## config.mk

```make
export PLATFORM = sky130hd
export DESIGN_NAME = mem_arbiter
export DESIGN_NICKNAME = d
export VERILOG_FILES = /design/src/rtl/mem_arbiter.sv
export SDC_FILE = /design/constraint.sdc
export NUM_CORES = 1
export LEC_CHECK = 0
export ABC_AREA = 1
export CORE_UTILIZATION = 43
export CTS_CLUSTER_SIZE = 20
export DETAILED_ROUTE_END_ITERATION = 8
export HOLD_SLACK_MARGIN = 0.02
export PLACE_DENSITY = 0.88
export SLEW_MARGIN = 25
export SYNTH_ARGS = -nofsm -noshare
export SYNTH_HDL_FRONTEND = slang
export SYNTH_SLANG_ARGS = --single-unit
```

## constraint.sdc

```tcl
create_clock -name clock -period 2.2 [get_ports clock]
set_clock_uncertainty 0.2 [all_clocks]
set_input_delay 0.22 -clock clock [delete_from_list [all_inputs] [get_ports clock]]
set_output_delay 0.22 -clock clock [all_outputs]
set_load 0.01 [all_outputs]
```

## src/rtl/mem_arbiter.sv

```systemverilog
// mem_arbiter: shares one single-port 64K x 8 memory between the CPU port and a
// DMA/video port. One access runs at a time (IDLE -> ACCESS -> IDLE). The CPU has
// fixed priority, but after MAX_CPU_RUN consecutive CPU grants with DMA waiting,
// the DMA port wins the next arbitration.
//
// Handshake: a requester raises req and holds it (with we/address/wdata stable)
// until it sees ack. ack is a one-cycle pulse and rdata is valid while ack is high
// (and held afterwards). Requester inputs are only sampled in IDLE, so dropping
// req mid-access does not cancel the access. A port whose ack is high is ignored
// for that cycle so it is not granted twice while it drops req.
`timescale 1ns/1ps
module mem_arbiter #(
    parameter int ADDR_W      = 16,
    parameter int READ_LAT    = 0,
    parameter int MAX_CPU_RUN = 4
) (
    input  logic              clock,
    input  logic              reset,
    input  logic              cpu_req,
    input  logic              cpu_we,
    input  logic [ADDR_W-1:0] cpu_address,
    input  logic [7:0]        cpu_wdata,
    output logic [7:0]        cpu_rdata,
    output logic              cpu_ack,
    input  logic              dma_req,
    input  logic              dma_we,
    input  logic [ADDR_W-1:0] dma_address,
    input  logic [7:0]        dma_wdata,
    output logic [7:0]        dma_rdata,
    output logic              dma_ack,
    output logic [ADDR_W-1:0] mem_address,
    output logic [7:0]        mem_o_data,
    output logic              mem_wren,
    input  logic [7:0]        mem_i_data,
    output logic              owner
);

    localparam logic ST_IDLE   = 1'b0;
    localparam logic ST_ACCESS = 1'b1;
    localparam logic [1:0] LAT_LAST = 2'(READ_LAT);
    localparam logic [3:0] RUN_MAX  = 4'(MAX_CPU_RUN);

    logic              state_q, state_d;
    logic [1:0]        cnt_q, cnt_d;
    logic [3:0]        run_q, run_d;
    logic [ADDR_W-1:0] mem_address_q, mem_address_d;
    logic [7:0]        mem_o_data_q, mem_o_data_d;
    logic              mem_wren_q, mem_wren_d;
    logic              owner_q, owner_d;
    logic [7:0]        cpu_rdata_q, cpu_rdata_d;
    logic [7:0]        dma_rdata_q, dma_rdata_d;
    logic              cpu_ack_q, cpu_ack_d;
    logic              dma_ack_q, dma_ack_d;

    logic cpu_elig;
    logic dma_elig;
    logic pick_dma;

    // Eligibility and winner selection (only meaningful in IDLE)
    always_comb begin
        cpu_elig = cpu_req & ~cpu_ack_q;
        dma_elig = dma_req & ~dma_ack_q;
        pick_dma = dma_elig & (~cpu_elig | (run_q == RUN_MAX));
    end

    // Next-state logic for the access FSM, run counter and output registers
    always_comb begin
        state_d       = state_q;
        cnt_d         = cnt_q;
        run_d         = run_q;
        mem_address_d = mem_address_q;
        mem_o_data_d  = mem_o_data_q;
        mem_wren_d    = 1'b0;
        owner_d       = owner_q;
        cpu_rdata_d   = cpu_rdata_q;
        dma_rdata_d   = dma_rdata_q;
        cpu_ack_d     = 1'b0;
        dma_ack_d     = 1'b0;
        case (state_q)
            ST_IDLE: begin
                if (cpu_elig || dma_elig) begin
                    state_d = ST_ACCESS;
                    cnt_d   = 2'd0;
                    owner_d = pick_dma;
                    if (pick_dma) begin
                        mem_address_d = dma_address;
                        mem_o_data_d  = dma_wdata;
                        mem_wren_d    = dma_we;
                        run_d         = 4'd0;
                    end else begin
                        mem_address_d = cpu_address;
                        mem_o_data_d  = cpu_wdata;
                        mem_wren_d    = cpu_we;
                        if (dma_elig) begin
                            run_d = (run_q == RUN_MAX) ? RUN_MAX : run_q + 4'd1;
                        end else begin
                            run_d = 4'd0;
                        end
                    end
                end
            end
            ST_ACCESS: begin
                // Write enable only ever spans the first access cycle
                if (cnt_q == LAT_LAST) begin
                    state_d = ST_IDLE;
                    if (owner_q) begin
                        dma_rdata_d = mem_i_data;
                        dma_ack_d   = 1'b1;
                    end else begin
                        cpu_rdata_d = mem_i_data;
                        cpu_ack_d   = 1'b1;
                    end
                end else begin
                    cnt_d = cnt_q + 2'd1;
                end
            end
            default: state_d = ST_IDLE;
        endcase
    end

    // State registers; async reset drops any in-flight access and its write
    always_ff @(posedge clock or posedge reset) begin
        if (reset) begin
            state_q       <= ST_IDLE;
            cnt_q         <= 2'd0;
            run_q         <= 4'd0;
            mem_address_q <= '0;
            mem_o_data_q  <= 8'd0;
            mem_wren_q    <= 1'b0;
            owner_q       <= 1'b0;
            cpu_rdata_q   <= 8'd0;
            dma_rdata_q   <= 8'd0;
            cpu_ack_q     <= 1'b0;
            dma_ack_q     <= 1'b0;
        end else begin
            state_q       <= state_d;
            cnt_q         <= cnt_d;
            run_q         <= run_d;
            mem_address_q <= mem_address_d;
            mem_o_data_q  <= mem_o_data_d;
            mem_wren_q    <= mem_wren_d;
            owner_q       <= owner_d;
            cpu_rdata_q   <= cpu_rdata_d;
            dma_rdata_q   <= dma_rdata_d;
            cpu_ack_q     <= cpu_ack_d;
            dma_ack_q     <= dma_ack_d;
        end
    end

    assign mem_address = mem_address_q;
    assign mem_o_data  = mem_o_data_q;
    assign mem_wren    = mem_wren_q;
    assign owner       = owner_q;
    assign cpu_rdata   = cpu_rdata_q;
    assign dma_rdata   = dma_rdata_q;
    assign cpu_ack     = cpu_ack_q;
    assign dma_ack     = dma_ack_q;

endmodule
```

==> flow_metrics.env, run 1 <==
export IMPL_ctsHoldBuffers=0
export IMPL_die_w_um=79.03
export IMPL_max_slew_margin=0.5907
export IMPL_fin_nets=502
export IMPL_synth_seq_area_share=0.5002
export IMPL_synth_edf_count=0
export IMPL_drt_wl_total_mm=6.883
export IMPL_dp_hpwl_mm=4.971
export IMPL_clock_sinks=51
export IMPL_drtPass1Iterations=4
export IMPL_area_growth_pct=46.44
export IMPL_yosysUniqueCellTypes=18
export IMPL_synth_top_area_cell="dfrtp_1"
export IMPL_clock_latency_ps=310
export IMPL_synth_top_area_share=0.5002
export IMPL_fmax_mhz=547.0
export IMPL_synth_nets=399
export IMPL_setup_viol=0
export IMPL_p_leak_nw=1.960
export IMPL_vias_per_cell=4.849
export IMPL_fin_crit_sh=0.8310
export IMPL_clk_pin_slew_ps=100
export IMPL_final_cells=510
export IMPL_synth_main_ff_cell="dfrtp_1"
export IMPL_hp_class="in2async"
export IMPL_crit_fanout=17
export IMPL_clockBufferDepth=2
export IMPL_io_pins=106
export IMPL_synth_top_family_by_area="simple AND/OR/NAND/NOR gates"
export IMPL_gr_total_overflow=0
export IMPL_grt_max_degree=35
export IMPL_yosys_top_cells_area="dfrtp_1 (50%), nand2_1 (14%), nand3_1 (11%), inv_1 (10%), buf_6 (2.2%)"
export IMPL_gp_congestion=0.7718
export IMPL_vdd_ir_drop_max_v=0.0007323
export IMPL_final_area_mm2=0.003736
export IMPL_fill_cells=459
export IMPL_startpoint_type="register"
export IMPL_ant_nets=0
export IMPL_yosysWarnings=0
export IMPL_core_area_mm2=0.005608
export IMPL_die_y_um=79.03
export IMPL_maxCapViolCount=0
export IMPL_multi_input_area_um2=899.6
export IMPL_antenna_found_initial=0
export IMPL_h_tree_depth=2
export IMPL_start_util=0.4549
export IMPL_synth_xor_xnor_area_share=0
export IMPL_cts_setup_buffers=0
export IMPL_grt_setup_unrepaired="no"
export IMPL_synth_simple_gate_area_frac=0.2918
export IMPL_cts_made_buffers=5
export IMPL_seqCellArea_mm2=0.001276
export IMPL_clockRootBuffer="clkbuf_8"
export IMPL_syn_inst=334
export IMPL_wire_per_inst_um=13.50
export IMPL_grt_use_total=0.2256
export IMPL_drt_iter0_markers=76
export IMPL_synth_async_reset_ratio=1.000
export IMPL_postSynthAreaPerCell_um2=7.638
export IMPL_ys_seq_elements=51
export IMPL_io_buffer_count=105
export IMPL_cp_end_kind="register"
export IMPL_post_dp_cell_area_mm2=0.003641
export IMPL_rows=27
export IMPL_tightest_slew_ps=612.2
export IMPL_synthMuxAreaShare=0
export IMPL_hold_viol_final=0
export IMPL_path_class="reg2reg"
export IMPL_drc=0
export IMPL_setup_tns_ps=0
export IMPL_synth_area_mm2=0.002551
export IMPL_yosysMostFrequentCell="nand2_1"
export IMPL_cts_tree="done"
export IMPL_die_area_mm2=0.006245
export IMPL_cts_resized=0
export IMPL_outcome="completed"
export IMPL_yosys_area_share_adder=0.01471
export IMPL_drive_gt1_frac=0.05708
export IMPL_vias=2473
export IMPL_powerDensity_mw_per_mm2=1176
export IMPL_report_final_slew_viol_count=0
export IMPL_synth_common_cells="nand2_1 (98), inv_1 (70), nand3_1 (56), dfrtp_1 (51), o21ai_0 (11)"
export IMPL_dp_cells=502
export IMPL_synth_compound_area_frac=0.04610
export IMPL_antenna_cells=0
export IMPL_grt_pass1_wl_mm=10.98
export IMPL_arrival_ps=1800
export IMPL_cp_required_ps=2170
export IMPL_post_route_min_period_ps=1828
export IMPL_grt_pass1_vias=2431
[worst max-delay path, stage by stage, from the launching register on]
cell and delay, ps:
dfrtp_1 420, inv_1 90, ha_1 210, nand3_1 470
nand2_1 210, o21ai_0 110
[stage by stage]
step | hold slack [ps] | util | setup slack, ps | power, mW
after floorplan | 160.8 | - | 550.5 | 2.704
after global placement | 262.6 | 0.6493 | 358.6 | 3.707
after detailed placement | 265.4 | 0.6493 | 319.6 | 3.809
after CTS | 31.66 | 0.6662 | 378.6 | 4.410
after global routing | 50.46 | 0.6662 | 232.6 | 4.691
final | 21.82 | 0.6662 | 371.8 | 4.395
[cell usage in the layout, fill, tap and decap left out]
master	instances
nand2_1	98
inv_6	3
inv_1	69
nand2_4	2
o21ai_1	10
buf_12	1
nand4_1	1
nand2_2	4
nand3_1	56
inv_2	4
o21ai_0	11
buf_4	4
ha_1	3
dfrtp_1	51
a21oi_1	1
clkbuf_8	5
nor2_2	1
nor2_1	7
o21bai_1	1
clkdlybuf4s50_1	105
nand3_2	1
[path summary, 6_finish.rpt]
path | from | depth (start not counted) | end | slack [ps]
max | cnt_q[0] | 5 | dma_rdata[0] | 370
min | reset | 2 | mem_wren | 20
max reg2reg | cnt_q[0] | 5 | dma_rdata[0] | 370
min reg2reg | mem_address[0] | 2 | mem_address[0] | 290
max in group asynchronous | reset | 3 | mem_address[12] | 1260
min in group clock | mem_i_data[7] | 3 | cpu_rdata[7] | 270
[sequential cells by signal (all words and copies together) (netlist names), 2 cells and up]
name	cells
mem_address	16
cnt_q	2
run_q	4
dma_rdata	8
cpu_rdata	8
mem_o_data	8
[cells by family after synthesis]
group / after synthesis
fa+ha+maj: 3
buf+inv: 87
compound gates: 23
simple gates: 170
flops: 51
[layout make-up]
type / count / share of cell area
multi-input combinational: 196 / 0.2408
timing repair buffer: 110 / 0.2947
inverter: 73 / 0.07334
sequential: 51 / 0.3416
clock inverter: 3 / 0.007033
clock buffer: 5 / 0.01842
tap: 72 / 0.02411
[routing by layer]
| layer | global-route usage | part of all wire | vias up |
|---|---|---|---|
| met1 | 0.2651 | 0.40 | 1162 |
| met5 | 0 | 0 | - |
| li1 | - | - | 1213 |
| met2 | 0.4009 | 0.52 | 86 |
| met3 | 0.05402 | 0.067 | 12 |
| met4 | 0.07636 | 0.014 | 0 |
[power by group]
group | internal, mW | switching (mW)
sequential | 1.36 | 0.263
clock | 0.237 | 0.345
combinational | 1.08 | 1.12
total | 2.67 | 1.72
Note: power is estimated with default switching activity, not from simulation.
==> run 2: changes to the inputs <==
- clock period: 2.2 -> 1.7 ns (I/O delays scaled with it)
==> run 2 against run 1 <==
Effect of this change: clock power grew 50%; design area up 4.6%; combinational power rose by 39%; register-to-register slack got worse by 260 ps; cell count increased by 1.4%; count of clock-buffer cells in the layout unchanged; sequential cell count unchanged; critical path type is now reg2out; highest routed layer unchanged.
==> flow_metrics.env, run 2 (synthesis results as in run 1) <==
export IMPL_outcome="completed"
export IMPL_clk_pin_slew_ps=100
export IMPL_dp_worst_setup_slack_ps=-55.19
export IMPL_gp_congestion=0.7928
export IMPL_area_growth_pct=53.11
export IMPL_antenna_cells=0
export IMPL_grt_pass1_wl_mm=10.55
export IMPL_critical_path_buf_inv_count=1
export IMPL_final_common_cell="clkdlybuf4s50_1"
export IMPL_path_class="reg2out"
export IMPL_antenna_found_initial=0
export IMPL_clock_latency_ps=310
export IMPL_setup_tns_ps=0
export IMPL_io_pins=106
export IMPL_max_slew_margin=0.7838
export IMPL_fin_nets=509
export IMPL_fin_crit_sh=0.9714
export IMPL_drt_iter0_markers=124
export IMPL_vias=2479
export IMPL_rrSetupSlack_ps=110
export IMPL_report_final_slew_viol_count=0
export IMPL_arrival_ps=1280
export IMPL_die_y_um=79.03
export IMPL_largest_reg_flops=16
export IMPL_cp_end_kind="primary output"
export IMPL_die_w_um=79.03
export IMPL_p_leak_nw=2.029
export IMPL_grt_setup_unrepaired="no"
export IMPL_tightest_slew_ps=324.0
export IMPL_io_buffer_count=105
export IMPL_crit_end="owner"
export IMPL_cp_required_ps=1330
export IMPL_die_area_mm2=0.006245
export IMPL_wire_per_inst_um=13.04
export IMPL_h_tree_depth=2
export IMPL_reg2regPathDepth=8
export IMPL_mostFrequentLayoutCells="clkdlybuf4s50_1 (105), nand2_1 (98), inv_1 (68)"
export IMPL_maxCapViolCount=0
export IMPL_hp_class="in2async"
export IMPL_drt_wl_total_mm=6.740
export IMPL_drtPass1Iterations=5
export IMPL_dp_hpwl_mm=4.685
export IMPL_rows=27
export IMPL_worst_slack_ps=48.57
export IMPL_critPathMaxStageDelay_ps=570
export IMPL_rr_startpoint="run_q[1]"
export IMPL_cts_tree="done"
export IMPL_drive_gt1_frac=0.07640
export IMPL_fill_cells=460
export IMPL_fin_total_pwr_mw=6.016
export IMPL_startpoint_type="register"
export IMPL_vdd_ir_drop_max_v=0.001014
export IMPL_worstSetupStartpoint="owner"
export IMPL_grt_max_degree=52
export IMPL_start_util=0.4549
export IMPL_vias_per_cell=4.795
export IMPL_fin_util=0.6966
export IMPL_cp_depth=1
export IMPL_grt_use_total=0.2163
export IMPL_setup_viol=0
export IMPL_reg2reg_to="mem_address[11]"
export IMPL_cts_made_buffers=5
export IMPL_core_area_mm2=0.005608
export IMPL_post_route_min_period_ps=1651
export IMPL_drc=0
export IMPL_ant_nets=0
export IMPL_hold_viol_final=0
export IMPL_clockRootBuffer="clkbuf_8"
export IMPL_crit_fanout=4
export IMPL_crit_family="buffers and inverters"
export IMPL_crit_chain="clkdlybuf4s50_1"
export IMPL_clock_sinks=51
export IMPL_grt_pass1_vias=2437
export IMPL_fmax_mhz=605.5
export IMPL_gr_total_overflow=0
export IMPL_crit_slowest_cell="clkdlybuf4s50_1"
export IMPL_powerDensity_mw_per_mm2=1540
export IMPL_clockBufferDepth=2
run 2: area by class of cell:
type                       instances  area, um^2  area share
sequential                        51        1276      0.3267
timing repair buffer             117        1212      0.3104
multi-input combinational        196       937.1      0.2399
inverter                          73       274.0     0.07015
tap                               72       90.09     0.02306
clock buffer                       5       68.82     0.01762
clock inverter                     3       47.55     0.01217
run 2: how the worst min path moves through the flow:
stage	start	to	slack [ps]	cells after the start
4_1_cts	reset	owner	30	3
3_3_place_gp	mem_address[4]	mem_address[4]	260	2
5_1_grt	reset	dma_rdata[7]	40	3
2_1_floorplan	cpu_we	mem_wren	110	2
6_report	reset	mem_address[3]	10	3
3_5_place_dp	mem_address[4]	mem_address[4]	270	2
run 2: repair_timing:
action,4_1_cts,5_1_grt
endpoints found under the setup margin,6,26
hold buffers,0,0
endpoints found under the hold margin,0,0
gates cloned,0,1
pin swaps,0,1
gates resized for setup,1,9
setup buffers,0,1
run 2: tightest hold or removal path, cell delays in order:
cell             delay [ps]
clkdlybuf4s50_1         410
inv_2                    70
buf_12                  250
run 2: metal layers:
layer,vias up,wire [um],track usage
met5,-,0,0
met4,0,130,0.08545
met3,12,438,0.05517
met2,89,3440,0.3931
met1,1152,2731,0.2392
li1,1226,-,-
run 2: stage by stage:
step	hold slack [ps]	instance area, um^2	instances
finish	14.46	3906	517
global route	43.45	3906	517
CTS	25.72	3824	515
detailed placement	265.4	3704	507
global placement	262.4	3704	507
floorplan	110.8	2551	334
run 2: power by group:
group | internal [mW] | total [mW] | switching [mW]
Combinational | 1.57 | 3.05 | 1.48
Clock | 0.447 | 0.874 | 0.427
Sequential | 1.76 | 2.09 | 0.334
Total | 3.77 | 6.02 | 2.24
